==> src/rtl/dla_noc_packetizer_pkg.sv <==
// rtl/dla_noc_packetizer_pkg.sv - shared flit types, field sizes and head-field offsets
package dla_noc_packetizer_pkg;

  localparam int FLIT_DATA_SIZE   = 32;
  localparam int FLIT_LABEL_SIZE  = 2;
  localparam int FLIT_TOTAL_SIZE  = FLIT_LABEL_SIZE + FLIT_DATA_SIZE;

  localparam int DEST_ADDR_SIZE_X = 3;
  localparam int DEST_ADDR_SIZE_Y = 3;
  localparam int DEST_ADDR_SIZE_L = 2;
  localparam int DLA_IDX_SIZE     = 2;

  // Head-flit field placement, shared with the fifo/router bridge decoder
  localparam int HEAD_L_OFS   = 0;
  localparam int HEAD_Y_OFS   = DEST_ADDR_SIZE_L;
  localparam int HEAD_X_OFS   = DEST_ADDR_SIZE_L + DEST_ADDR_SIZE_Y;
  localparam int HEAD_PL_OFS  = DEST_ADDR_SIZE_L + DEST_ADDR_SIZE_Y + DEST_ADDR_SIZE_X;
  localparam int HEAD_PL_SIZE = DEST_ADDR_SIZE_X + DEST_ADDR_SIZE_Y + DLA_IDX_SIZE;

  typedef enum logic [FLIT_LABEL_SIZE-1:0] {
    HEAD     = 2'b00,
    BODY     = 2'b01,
    TAIL     = 2'b10,
    HEADTAIL = 2'b11
  } flit_label_t;

  typedef enum logic [1:0] {
    ST_IDLE  = 2'b00,
    ST_HEAD  = 2'b01,
    ST_BODY  = 2'b10,
    ST_GRANT = 2'b11
  } pktz_state_t;

  // Destination fields packed into the low bits of a head flit; everything else zero
  function automatic logic [FLIT_DATA_SIZE-1:0] head_data(
    input logic [DEST_ADDR_SIZE_X-1:0] x,
    input logic [DEST_ADDR_SIZE_Y-1:0] y,
    input logic [DEST_ADDR_SIZE_L-1:0] l
  );
    logic [FLIT_DATA_SIZE-1:0] d;
    d = '0;
    d[HEAD_L_OFS +: DEST_ADDR_SIZE_L] = l;
    d[HEAD_Y_OFS +: DEST_ADDR_SIZE_Y] = y;
    d[HEAD_X_OFS +: DEST_ADDR_SIZE_X] = x;
    return d;
  endfunction

endpackage

==> src/rtl/dla_noc_packetizer_if.sv <==
// rtl/dla_noc_packetizer_if.sv - DLA-side request, payload and grant handshakes
interface dla_noc_packetizer_if
  import dla_noc_packetizer_pkg::*;
#(
  parameter int LEN_W = 8
);

  logic                        req_vld;
  logic                        req_rdy;
  logic [DEST_ADDR_SIZE_X-1:0] req_x;
  logic [DEST_ADDR_SIZE_Y-1:0] req_y;
  logic [DEST_ADDR_SIZE_L-1:0] req_l;
  logic [LEN_W-1:0]            req_len;

  logic                        pl_vld;
  logic                        pl_rdy;
  logic [FLIT_DATA_SIZE-1:0]   pl_data;

  logic                        gnt_vld;
  logic                        gnt_rdy;
  logic [DEST_ADDR_SIZE_X-1:0] gnt_dst_x;
  logic [DEST_ADDR_SIZE_Y-1:0] gnt_dst_y;
  logic [DEST_ADDR_SIZE_L-1:0] gnt_dst_l;
  logic [DEST_ADDR_SIZE_X-1:0] gnt_src_x;
  logic [DEST_ADDR_SIZE_Y-1:0] gnt_src_y;
  logic [DLA_IDX_SIZE-1:0]     gnt_src_dla;

  modport master (
    output req_vld, req_x, req_y, req_l, req_len,
    input  req_rdy,
    output pl_vld, pl_data,
    input  pl_rdy,
    output gnt_vld, gnt_dst_x, gnt_dst_y, gnt_dst_l, gnt_src_x, gnt_src_y, gnt_src_dla,
    input  gnt_rdy
  );

  modport slave (
    input  req_vld, req_x, req_y, req_l, req_len,
    output req_rdy,
    input  pl_vld, pl_data,
    output pl_rdy,
    input  gnt_vld, gnt_dst_x, gnt_dst_y, gnt_dst_l, gnt_src_x, gnt_src_y, gnt_src_dla,
    output gnt_rdy
  );

endinterface

==> src/rtl/noc_sat_counter.sv <==
// rtl/noc_sat_counter.sv - saturating event counter
module noc_sat_counter #(
  parameter int WIDTH = 16
) (
  input  logic             clk,
  input  logic             rst_n,
  input  logic             inc,
  output logic [WIDTH-1:0] cnt
);

  // Count events, sticking at all-ones instead of wrapping
  always_ff @(posedge clk or negedge rst_n) begin
    if (!rst_n) begin
      cnt <= '0;
    end else if (inc && (cnt != '1)) begin
      cnt <= cnt + WIDTH'(1);
    end
  end

endmodule

==> src/rtl/dla_noc_packetizer.sv <==
// rtl/dla_noc_packetizer.sv - DLA flit packetizer into router-input FIFO (optional NOC_PKTZ_STATS_EN)
module dla_noc_packetizer
  import dla_noc_packetizer_pkg::*;
#(
  parameter int LEN_W      = 8,
  parameter bit GRANT_PRIO = 1'b1
) (
  input  logic                       clk,
  input  logic                       rst_n,
  dla_noc_packetizer_if.slave        dla,
  input  logic                       fifo_full,
  output logic                       fifo_wen,
  output logic [FLIT_TOTAL_SIZE-1:0] fifo_wdata,
  output logic                       busy
`ifdef NOC_PKTZ_STATS_EN
  ,
  output logic [15:0]                stat_pkt_cnt,
  output logic [15:0]                stat_gnt_cnt
`endif
);

  pktz_state_t                 state;
  logic [LEN_W-1:0]            rem;
  logic [DEST_ADDR_SIZE_X-1:0] hdr_x;
  logic [DEST_ADDR_SIZE_Y-1:0] hdr_y;
  logic [DEST_ADDR_SIZE_L-1:0] hdr_l;
  logic [DEST_ADDR_SIZE_X-1:0] src_x;
  logic [DEST_ADDR_SIZE_Y-1:0] src_y;
  logic [DLA_IDX_SIZE-1:0]     src_dla;

  logic pick_gnt;
  logic pick_req;
  logic last_beat;

  // Arbitration between a pending grant and a pending request; only one wins per IDLE cycle
  assign pick_gnt  = dla.gnt_vld && (GRANT_PRIO || !dla.req_vld);
  assign pick_req  = dla.req_vld && !pick_gnt;
  assign last_beat = (rem == LEN_W'(1));

  assign dla.req_rdy = (state == ST_IDLE) && pick_req;
  assign dla.gnt_rdy = (state == ST_IDLE) && pick_gnt;
  assign dla.pl_rdy  = (state == ST_BODY) && !fifo_full;
  assign busy        = (state != ST_IDLE);

  // FIFO write port is derived from registered state so it holds steady while full
  always_comb begin
    logic [FLIT_DATA_SIZE-1:0] d;
    d          = head_data(hdr_x, hdr_y, hdr_l);
    fifo_wen   = 1'b0;
    fifo_wdata = '0;
    case (state)
      ST_HEAD: begin
        fifo_wen   = !fifo_full;
        fifo_wdata = {HEAD, d};
      end
      ST_BODY: begin
        fifo_wen   = !fifo_full && dla.pl_vld;
        fifo_wdata = {(last_beat ? TAIL : BODY), dla.pl_data};
      end
      ST_GRANT: begin
        d[HEAD_PL_OFS +: HEAD_PL_SIZE] = {src_x, src_y, src_dla};
        fifo_wen   = !fifo_full;
        fifo_wdata = {HEADTAIL, d};
      end
      default: begin
        fifo_wen   = 1'b0;
        fifo_wdata = '0;
      end
    endcase
  end

  // Packet sequencer: capture accepted fields, walk HEAD/BODY or GRANT, return to IDLE
  always_ff @(posedge clk or negedge rst_n) begin
    if (!rst_n) begin
      state   <= ST_IDLE;
      rem     <= '0;
      hdr_x   <= '0;
      hdr_y   <= '0;
      hdr_l   <= '0;
      src_x   <= '0;
      src_y   <= '0;
      src_dla <= '0;
    end else begin
      case (state)
        ST_IDLE: begin
          if (pick_gnt) begin
            hdr_x   <= dla.gnt_dst_x;
            hdr_y   <= dla.gnt_dst_y;
            hdr_l   <= dla.gnt_dst_l;
            src_x   <= dla.gnt_src_x;
            src_y   <= dla.gnt_src_y;
            src_dla <= dla.gnt_src_dla;
            state   <= ST_GRANT;
          end else if (pick_req) begin
            hdr_x <= dla.req_x;
            hdr_y <= dla.req_y;
            hdr_l <= dla.req_l;
            rem   <= (dla.req_len == '0) ? LEN_W'(1) : dla.req_len;
            state <= ST_HEAD;
          end
        end
        ST_HEAD: begin
          if (!fifo_full) state <= ST_BODY;
        end
        ST_BODY: begin
          if (dla.pl_vld && !fifo_full) begin
            rem <= rem - LEN_W'(1);
            if (last_beat) state <= ST_IDLE;
          end
        end
        ST_GRANT: begin
          if (!fifo_full) state <= ST_IDLE;
        end
        default: state <= ST_IDLE;
      endcase
    end
  end

`ifdef NOC_PKTZ_STATS_EN
  logic tail_wr;
  logic ht_wr;

  assign tail_wr = fifo_wen && (state == ST_BODY) && last_beat;
  assign ht_wr   = fifo_wen && (state == ST_GRANT);

  noc_sat_counter #(.WIDTH(16)) u_pkt_cnt (
    .clk   (clk),
    .rst_n (rst_n),
    .inc   (tail_wr),
    .cnt   (stat_pkt_cnt)
  );

  noc_sat_counter #(.WIDTH(16)) u_gnt_cnt (
    .clk   (clk),
    .rst_n (rst_n),
    .inc   (ht_wr),
    .cnt   (stat_gnt_cnt)
  );
`endif

endmodule

==> src/flat_wrapper.sv <==
// flat-port wrapper written by rule: the top's interface ports become plain ports
module dla_noc_packetizer_flat import dla_noc_packetizer_pkg::*;
#(
  parameter int LEN_W      = 8,
  parameter bit GRANT_PRIO = 1'b1
)
  (clk, rst_n, fifo_full, fifo_wen, fifo_wdata, busy, dla_req_vld, dla_req_x, dla_req_y, dla_req_l, dla_req_len, dla_req_rdy, dla_pl_vld, dla_pl_data, dla_pl_rdy, dla_gnt_vld, dla_gnt_dst_x, dla_gnt_dst_y, dla_gnt_dst_l, dla_gnt_src_x, dla_gnt_src_y, dla_gnt_src_dla, dla_gnt_rdy);
  dla_noc_packetizer_if #(.LEN_W(LEN_W)) dla_i ();
  input  logic clk;
  input  logic rst_n;
  input  logic fifo_full;
  output logic fifo_wen;
  output logic [FLIT_TOTAL_SIZE-1:0] fifo_wdata;
  output logic busy;
  input wire logic [$bits(dla_i.req_vld)-1:0] dla_req_vld;
  input wire logic [$bits(dla_i.req_x)-1:0] dla_req_x;
  input wire logic [$bits(dla_i.req_y)-1:0] dla_req_y;
  input wire logic [$bits(dla_i.req_l)-1:0] dla_req_l;
  input wire logic [$bits(dla_i.req_len)-1:0] dla_req_len;
  output wire logic [$bits(dla_i.req_rdy)-1:0] dla_req_rdy;
  input wire logic [$bits(dla_i.pl_vld)-1:0] dla_pl_vld;
  input wire logic [$bits(dla_i.pl_data)-1:0] dla_pl_data;
  output wire logic [$bits(dla_i.pl_rdy)-1:0] dla_pl_rdy;
  input wire logic [$bits(dla_i.gnt_vld)-1:0] dla_gnt_vld;
  input wire logic [$bits(dla_i.gnt_dst_x)-1:0] dla_gnt_dst_x;
  input wire logic [$bits(dla_i.gnt_dst_y)-1:0] dla_gnt_dst_y;
  input wire logic [$bits(dla_i.gnt_dst_l)-1:0] dla_gnt_dst_l;
  input wire logic [$bits(dla_i.gnt_src_x)-1:0] dla_gnt_src_x;
  input wire logic [$bits(dla_i.gnt_src_y)-1:0] dla_gnt_src_y;
  input wire logic [$bits(dla_i.gnt_src_dla)-1:0] dla_gnt_src_dla;
  output wire logic [$bits(dla_i.gnt_rdy)-1:0] dla_gnt_rdy;
  assign dla_i.req_vld = dla_req_vld;
  assign dla_i.req_x = dla_req_x;
  assign dla_i.req_y = dla_req_y;
  assign dla_i.req_l = dla_req_l;
  assign dla_i.req_len = dla_req_len;
  assign dla_req_rdy = dla_i.req_rdy;
  assign dla_i.pl_vld = dla_pl_vld;
  assign dla_i.pl_data = dla_pl_data;
  assign dla_pl_rdy = dla_i.pl_rdy;
  assign dla_i.gnt_vld = dla_gnt_vld;
  assign dla_i.gnt_dst_x = dla_gnt_dst_x;
  assign dla_i.gnt_dst_y = dla_gnt_dst_y;
  assign dla_i.gnt_dst_l = dla_gnt_dst_l;
  assign dla_i.gnt_src_x = dla_gnt_src_x;
  assign dla_i.gnt_src_y = dla_gnt_src_y;
  assign dla_i.gnt_src_dla = dla_gnt_src_dla;
  assign dla_gnt_rdy = dla_i.gnt_rdy;
  dla_noc_packetizer #(.LEN_W(LEN_W), .GRANT_PRIO(GRANT_PRIO)) u_core (.clk(clk), .rst_n(rst_n), .dla(dla_i), .fifo_full(fifo_full), .fifo_wen(fifo_wen), .fifo_wdata(fifo_wdata), .busy(busy));
endmodule
==> config.mk <==
export PLATFORM = sky130hd
export DESIGN_NAME = dla_noc_packetizer_flat
export DESIGN_NICKNAME = d
export VERILOG_FILES = /design/src/rtl/dla_noc_packetizer_pkg.sv /design/src/rtl/dla_noc_packetizer_if.sv /design/src/rtl/noc_sat_counter.sv /design/src/rtl/dla_noc_packetizer.sv /design/src/flat_wrapper.sv
export SDC_FILE = /design/constraint.sdc
export NUM_CORES = 1
export LEC_CHECK = 0
export CORE_MARGIN = 5
export CORE_UTILIZATION = 35
export CTS_BUF_LIST = sky130_fd_sc_hd__clkbuf_2 sky130_fd_sc_hd__clkbuf_4 sky130_fd_sc_hd__clkbuf_8
export CTS_CLUSTER_DIAMETER = 30
export DETAILED_ROUTE_END_ITERATION = 10
export DONT_BUFFER_PORTS = 1
export GPL_ROUTABILITY_DRIVEN = 0
export PLACE_DENSITY = 0.57
export SKIP_LAST_GASP = 1
export SYNTH_ARGS = -nofsm -noshare
export SYNTH_HDL_FRONTEND = slang
export SYNTH_SLANG_ARGS = --single-unit
==> constraint.sdc <==
create_clock -name clk -period 2.05 [get_ports clk]
set_input_delay 0.205 -clock clk [delete_from_list [all_inputs] [get_ports clk]]
set_output_delay 0.205 -clock clk [all_outputs]
set_load 0.02 [all_outputs]
==> metrics, run 1 <==
run status=complete, no violations; GRT Total Usage=14.4%; Post-synth EDFFs=0; CTS tree=done; largest net degree at the start of global routing=27; Worst Hold Launch=fifo_full; n_diodes=0; P_leak=0.804 nW; drt pass-1 iters=4; worst min path class=in -> reg; Max Root-Sink Buffers=2; Max Fclk=494 MHz; Worst Hold Path Cells=1; Synth cell types=40; Peak supply drop=370 uV; final setup vio count=0; worst setup margin=around 0.024 ns; # port buffers=0; CP Launch Type=flop; DR iter-0 viols=75; Yosys warning count=0; GRT overflow=0; mapped cell area=1720 um^2; drc violations=0; Min-Delay Endpoint=u_core.state[1]; sequential share of the synthesized area=37.9%; I/O Pins=109; Critical R2R Capture=u_core.state[1]; post-route ant nets=0; TNS Setup=0 ns; Starting Density=36.1%; number of clock sinks=26; post-DP HPWL=3.66 mm; root buffer cell=clkbuf_8; H-tree depth=1; Multi-input gate area=996 um^2; core box area=4750 um^2; async set-reset flop share out of synthesis=100%; Worst-Margin Slew=0.430 ns; top_reg_cell synth=dfrtp_1; post-synthesis area per instance=9.48 um^2; reg2reg start=u_core.rem[3]; synth-to-layout area growth=12.5%; commonest non-fill, non-tap cell in the layout=dfrtp_1; Final Max Slew Viols=0; Clock Latency Late Sink=0.28 ns; Die Y=80.0 um; Syn Inst Count=approximately 180; Final min period=2.03 ns; CP max FO=3; Worst EP arrival=1.82 ns; die area=6410 um^2; flops & latches, synth=26; reg2reg path depth=4; Layout Cells excl Fill=252; Hold Vio Cnt, Final=0; crit end category=primary output; total power=2.05 mW; pre-CTS setup slack=0.218 ns; vias per cell=5.52; Storage cell area=between 600 and 700 um^2; TritonCTS Buffers=3; vias in the first global route=1457; detailed-route via count=1392; final WL=4.70 mm; antenna violations before repair=0; commonest non-fill, non-tap cells in the layout=24 x dfrtp_1, 18 x a21oi_1, 17 x nor2_1; syn_nets=253; Core Rows=25; pwr dens=1060 nW/um^2; Worst-path clk slew=0.10 ns; period utilisation layout=98.8%; Clock Skew=0.0141 ns; share of cells above drive strength 1=around 19%; CP Class=reg -> out; max_cap viols=0; Nets=258; Slew Limit Headroom=71.3%; Filler cells=482; RSZ-0062 raised after global routing=true; global-route wire length before repair=7.23 mm; r2r setup slk=around 0.39 ns; DR WL/cell=18.6 um; Die Wd=80.0 um; Data required, critical path=1.85 ns; Placed Cells=245
-- registers in the layout, summed over array words and instances, names as in the netlist --
register        flops
u_core.state        2
u_core.src_y        3
u_core.hdr_y        3
u_core.src_x        3
u_core.rem          8
u_core.hdr_x        3
u_core.src_dla      2
u_core.hdr_l        2
-- per-layer routing --
metal  track usage [%]  vias up  share of wire [%]
met5                 0        -                  0
met4              4.90        0               0.58
li1                  -      651                  -
met3              2.82        2                5.1
met2              25.6       51                 54
met1              17.0      688                 40
-- repair_timing --
item                       in CTS  in global routing
buffers inserted                1                  0
resized for setup               3                  1
hold endpoints to repair       26                  0
pin swaps                       1                  4
setup endpoints to repair       2                  2
hold buffers                    2                  0
-- synthesized netlist by cell type (2+ instances only) --
library cell / count / area, um^2
nor4_1: 2 / 12.5
ha_1: 2 / 25.0
and2_1: 16 / 100
nor3_1: 2 / 10.0
a21o_1: 2 / 15.0
mux2i_1: 16 / 160
nor2_1: 17 / 63.8
a21oi_1: 18 / 90.1
o2bb2ai_1: 2 / 17.5
inv_1: 4 / 15.0
o32ai_1: 2 / 17.5
a22oi_1: 2 / 15.0
dfrtp_1: 26 / 651
a22o_1: 8 / 70.1
o21ai_0: 8 / 40.0
mux2_2: 8 / 90.1
nor2_4: 2 / 22.5
nand2b_1: 2 / 12.5
buf_2: 5 / 25.0
nor2b_1: 9 / 56.3
nand2_1: 4 / 15.0
clkbuf_1: 6 / 22.5
-- per-stage QoR --
step | utilization (%) | cell area (um^2) | hold WS [ns]
global route | 40.6 | 1930 | 0.0200
CTS | 40.6 | 1930 | 0.0211
global placement | 38.3 | 1820 | -0.0894
floorplan | - | 1720 | -0.0906
detailed placement | 38.3 | 1820 | -0.0894
finish | 40.6 | 1930 | 0.0260
-- critical path, cell delays in order, from the launching register on --
cell and delay, ns:
dfrtp_2 0.43, or4_4 0.55, nor4b_4 0.30, a21boi_1 0.10
buf_4 0.17
-- report_power, final --
group,switching (mW),internal (mW)
Sequential,0.174,0.752
Clock,0.172,0.261
Combinational,0.387,0.308
-- how the worst max path moves through the flow --
| stage | startpoint | end | slack [ns] | cells past startpoint |
|---|---|---|---|---|
| global route | u_core.rem[3] | fifo_wdata[32] | -0.04 | 4 |
| finish | u_core.rem[3] | fifo_wdata[32] | 0.02 | 4 |
| CTS | u_core.rem[3] | fifo_wdata[32] | -0.04 | 4 |
| global placement | u_core.rem[3] | fifo_wdata[32] | 0.24 | 4 |
| detailed placement | u_core.rem[3] | fifo_wdata[32] | 0.22 | 4 |
| floorplan | u_core.state[0] | dla_req_rdy | 0.31 | 4 |
-- cells by family after synthesis --
group                      synth area share, %
and+or+nand+nor                           21.5
AOI/OAI and AO/OA                         20.3
DFF                                       37.9
muxes                                     14.6
buffers and inverters                     4.30
adders and majority gates                 1.46
-- area by class of cell --
cell class                      count  share of cell area (%)
Tap cell                           67                    4.34
Sequential cell                    26                    33.8
Multi-Input combinational cell    138                    51.6
Clock buffer                        3                    2.14
Inverter                            4                   0.777
Timing Repair Buffer               13                    5.83
Clock inverter                      1                    1.55
Note: power is estimated with default switching activity, not from simulation.
==> run 2, diff against run 1 <==
--- a/config.mk
+++ b/config.mk
@@ -13,6 +13,7 @@
 export DONT_BUFFER_PORTS = 1
 export GPL_ROUTABILITY_DRIVEN = 0
 export PLACE_DENSITY = 0.57
+export SETUP_SLACK_MARGIN = 0.1
 export SKIP_LAST_GASP = 1
 export SYNTH_ARGS = -nofsm -noshare
 export SYNTH_HDL_FRONTEND = slang
==> run 2 against run 1 <==
- maximum frequency grew 1.2%
- largest cell class unchanged
- sequential share of layout area shrank 0.69 points
- setup slack gained 0.024 ns
- count of clock-buffer cells in the layout is the same
- die area is the same
==> metrics, run 2 (same netlist as run 1, synthesis figures left out) <==
n_diodes=0 (unchanged); switch share=35.3% (-0.40 points); largest net degree at the start of global routing=27 (unchanged); number of clock sinks=26 (unchanged); Die Wd=80.0 um (unchanged); Hold Vio Cnt, Final=0 (unchanged); global-route wire length before repair=7.36 mm (+1.7%); synth-to-layout area growth=14.7%; dpl cell area=1820 um^2 (unchanged); Cell Int Power=1.37 mW (+3.8%); Nets=263 (+1.9%); I/O Pins=109 (unchanged); clock share of power=20.5% (-0.6 points); worst min path class=in -> reg; die area=6410 um^2 (unchanged); antenna violations before repair=0 (unchanged); Slew Limit Headroom=71.2% (about the same); Worst-path clk slew=0.10 ns (about the same); Final min period=2.00 ns (-0.0245 ns); worst setup margin=0.0487 ns (+0.0245 ns); Die Y=80.0 um (unchanged); Peak supply drop=370 uV (about the same); DR WL/cell=18.5 um (-0.44%); max_cap viols=0 (unchanged); commonest non-fill, non-tap cell in the layout=dfrtp_1; CP Class=reg -> out; RSZ-0062 raised after global routing=true; pwr dens=1080 nW/um^2 (+1.3%); Finished Cell Area=1970 um^2 (+1.9%); Placed Cells=245 (unchanged); commonest non-fill, non-tap cells in the layout=25 x dfrtp_1, 18 x a21oi_1, 17 x nor2_1; GRT Total Usage=14.7% (+0.31 points); vias in the first global route=1500 (+3.0%); DR iter-0 viols=56 (-25%); share of power burned in registers=42.7% (-2.4 points); share of cells above drive strength 1=21.1% (+1.6 points); CP Cell Sequence=or4_4, nor4b_4, a21boi_1, buf_4; post-DP HPWL=3.66 mm (unchanged); Filler cells=474 (-1.7%); Layout Cells excl Fill=257 (+2.0%); r2r setup slk=0.38 ns (about the same); drt pass-1 iters=4 (unchanged); Max Root-Sink Buffers=2 (unchanged); root buffer cell=clkbuf_8; run status=complete, no violations; Comb pwr share=36.8% (+3.0 points); TNS Setup=0 ns (unchanged); final WL=4.77 mm (+1.5%); Final Max Slew Viols=0 (unchanged); CTS tree=done; post-route ant nets=0 (unchanged); slowest CP cell=or4_4; # port buffers=0 (unchanged); Reg with most FFs=u_core.rem; Switching Power=0.749 mW (+2.1%); WHS=0.0261 ns (+0.000105 ns); Clock Latency Late Sink=0.28 ns (about the same); slowest stage delay, CP=0.56 ns (about the same); detailed-route via count=1419 (+1.9%); Clock Skew=0.0131 ns (-0.000948 ns); core box area=4750 um^2 (unchanged); crit end category=primary output; period utilisation layout=97.6% (-1.2 points); GRT overflow=0 (unchanged); drc violations=0 (unchanged); Worst-Margin Slew=0.431 ns (+0.000288 ns); vias per cell=5.52 (about the same); P_leak=0.829 nW (+3.2%); max reg flops=8 (unchanged); CP max FO=3 (unchanged); TritonCTS Buffers=3 (unchanged); Core Rows=25 (unchanged); pre-CTS setup slack=0.218 ns (unchanged); Data required, critical path=1.85 ns (about the same); H-tree depth=1 (unchanged); final setup vio count=0 (unchanged); CP Launch Type=flop; Worst EP arrival=1.80 ns (-0.02 ns); Starting Density=36.1% (unchanged); Max Fclk=500 MHz (+1.2%)
## run 2: worst max-delay path: cells and delay by family (launching register included)
kind / cells / cell delay (ns)
AO/OA/AOI/OAI: 1 / 0.10
buffers and inverters: 1 / 0.17
flip-flops: 1 / 0.40
AND/OR/NAND/NOR: 2 / 0.86
## run 2: worst paths after layout
path	from	to	cells after the start
setup / recovery	u_core.rem[5]	fifo_wdata[32]	4
hold / removal	fifo_full	u_core.state[1]	1
setup reg to reg	u_core.state[1]	u_core.rem[5]	4
hold reg to reg	u_core.src_x[1]	u_core.src_x[1]	1
max in group asynchronous	rst_n	u_core.rem[3]	2
min in group asynchronous	rst_n	u_core.rem[1]	2
## run 2: final cells by class
cell class | instances | area [um^2] | share of cell area [%]
clock buffers | 3 | 41.3 | 2.10
multi-input cells | 138 | 996 | 50.6
inverters | 4 | 15.0 | 0.763
well taps | 67 | 83.8 | 4.26
flip-flops and latches | 26 | 652 | 33.1
clock inverters | 1 | 30.0 | 1.53
repair buffers | 18 | 150 | 7.63
## run 2: power by group through the flow
stage	clock network, mW	logic (mW)	registers, mW
2_1_floorplan	0	0.551	0.886
3_3_place_gp	0	0.609	0.913
3_5_place_dp	0	0.649	0.938
4_1_cts	0.447	0.763	0.902
5_1_grt	0.465	0.869	0.927
6_report	0.434	0.780	0.906
## run 2: through the flow
stage          power [mW]  util, %
3_3_place_gp         1.52     38.3
4_1_cts              2.11     41.2
6_report             2.12     41.4
5_1_grt              2.26     41.4
2_1_floorplan        1.44        -
3_5_place_dp         1.59     38.3
## run 2: routing by layer
layer | vias up | GRT usage (%) | routed length, um
met4 | 0 | 5.74 | 63
met1 | 696 | 16.8 | 1900
li1 | 662 | - | -
met3 | 6 | 2.82 | 233
met5 | - | 0 | 0
met2 | 55 | 26.5 | 2570
## run 2: repair_timing
action                                  4_1_cts  5_1_grt
hold buffers                                  2        0
endpoints found under the setup margin        2        2
pin swaps                                     4        2
hold endpoints to repair                     26        0
setup buffers                                 5        1
resized for setup                             3        0
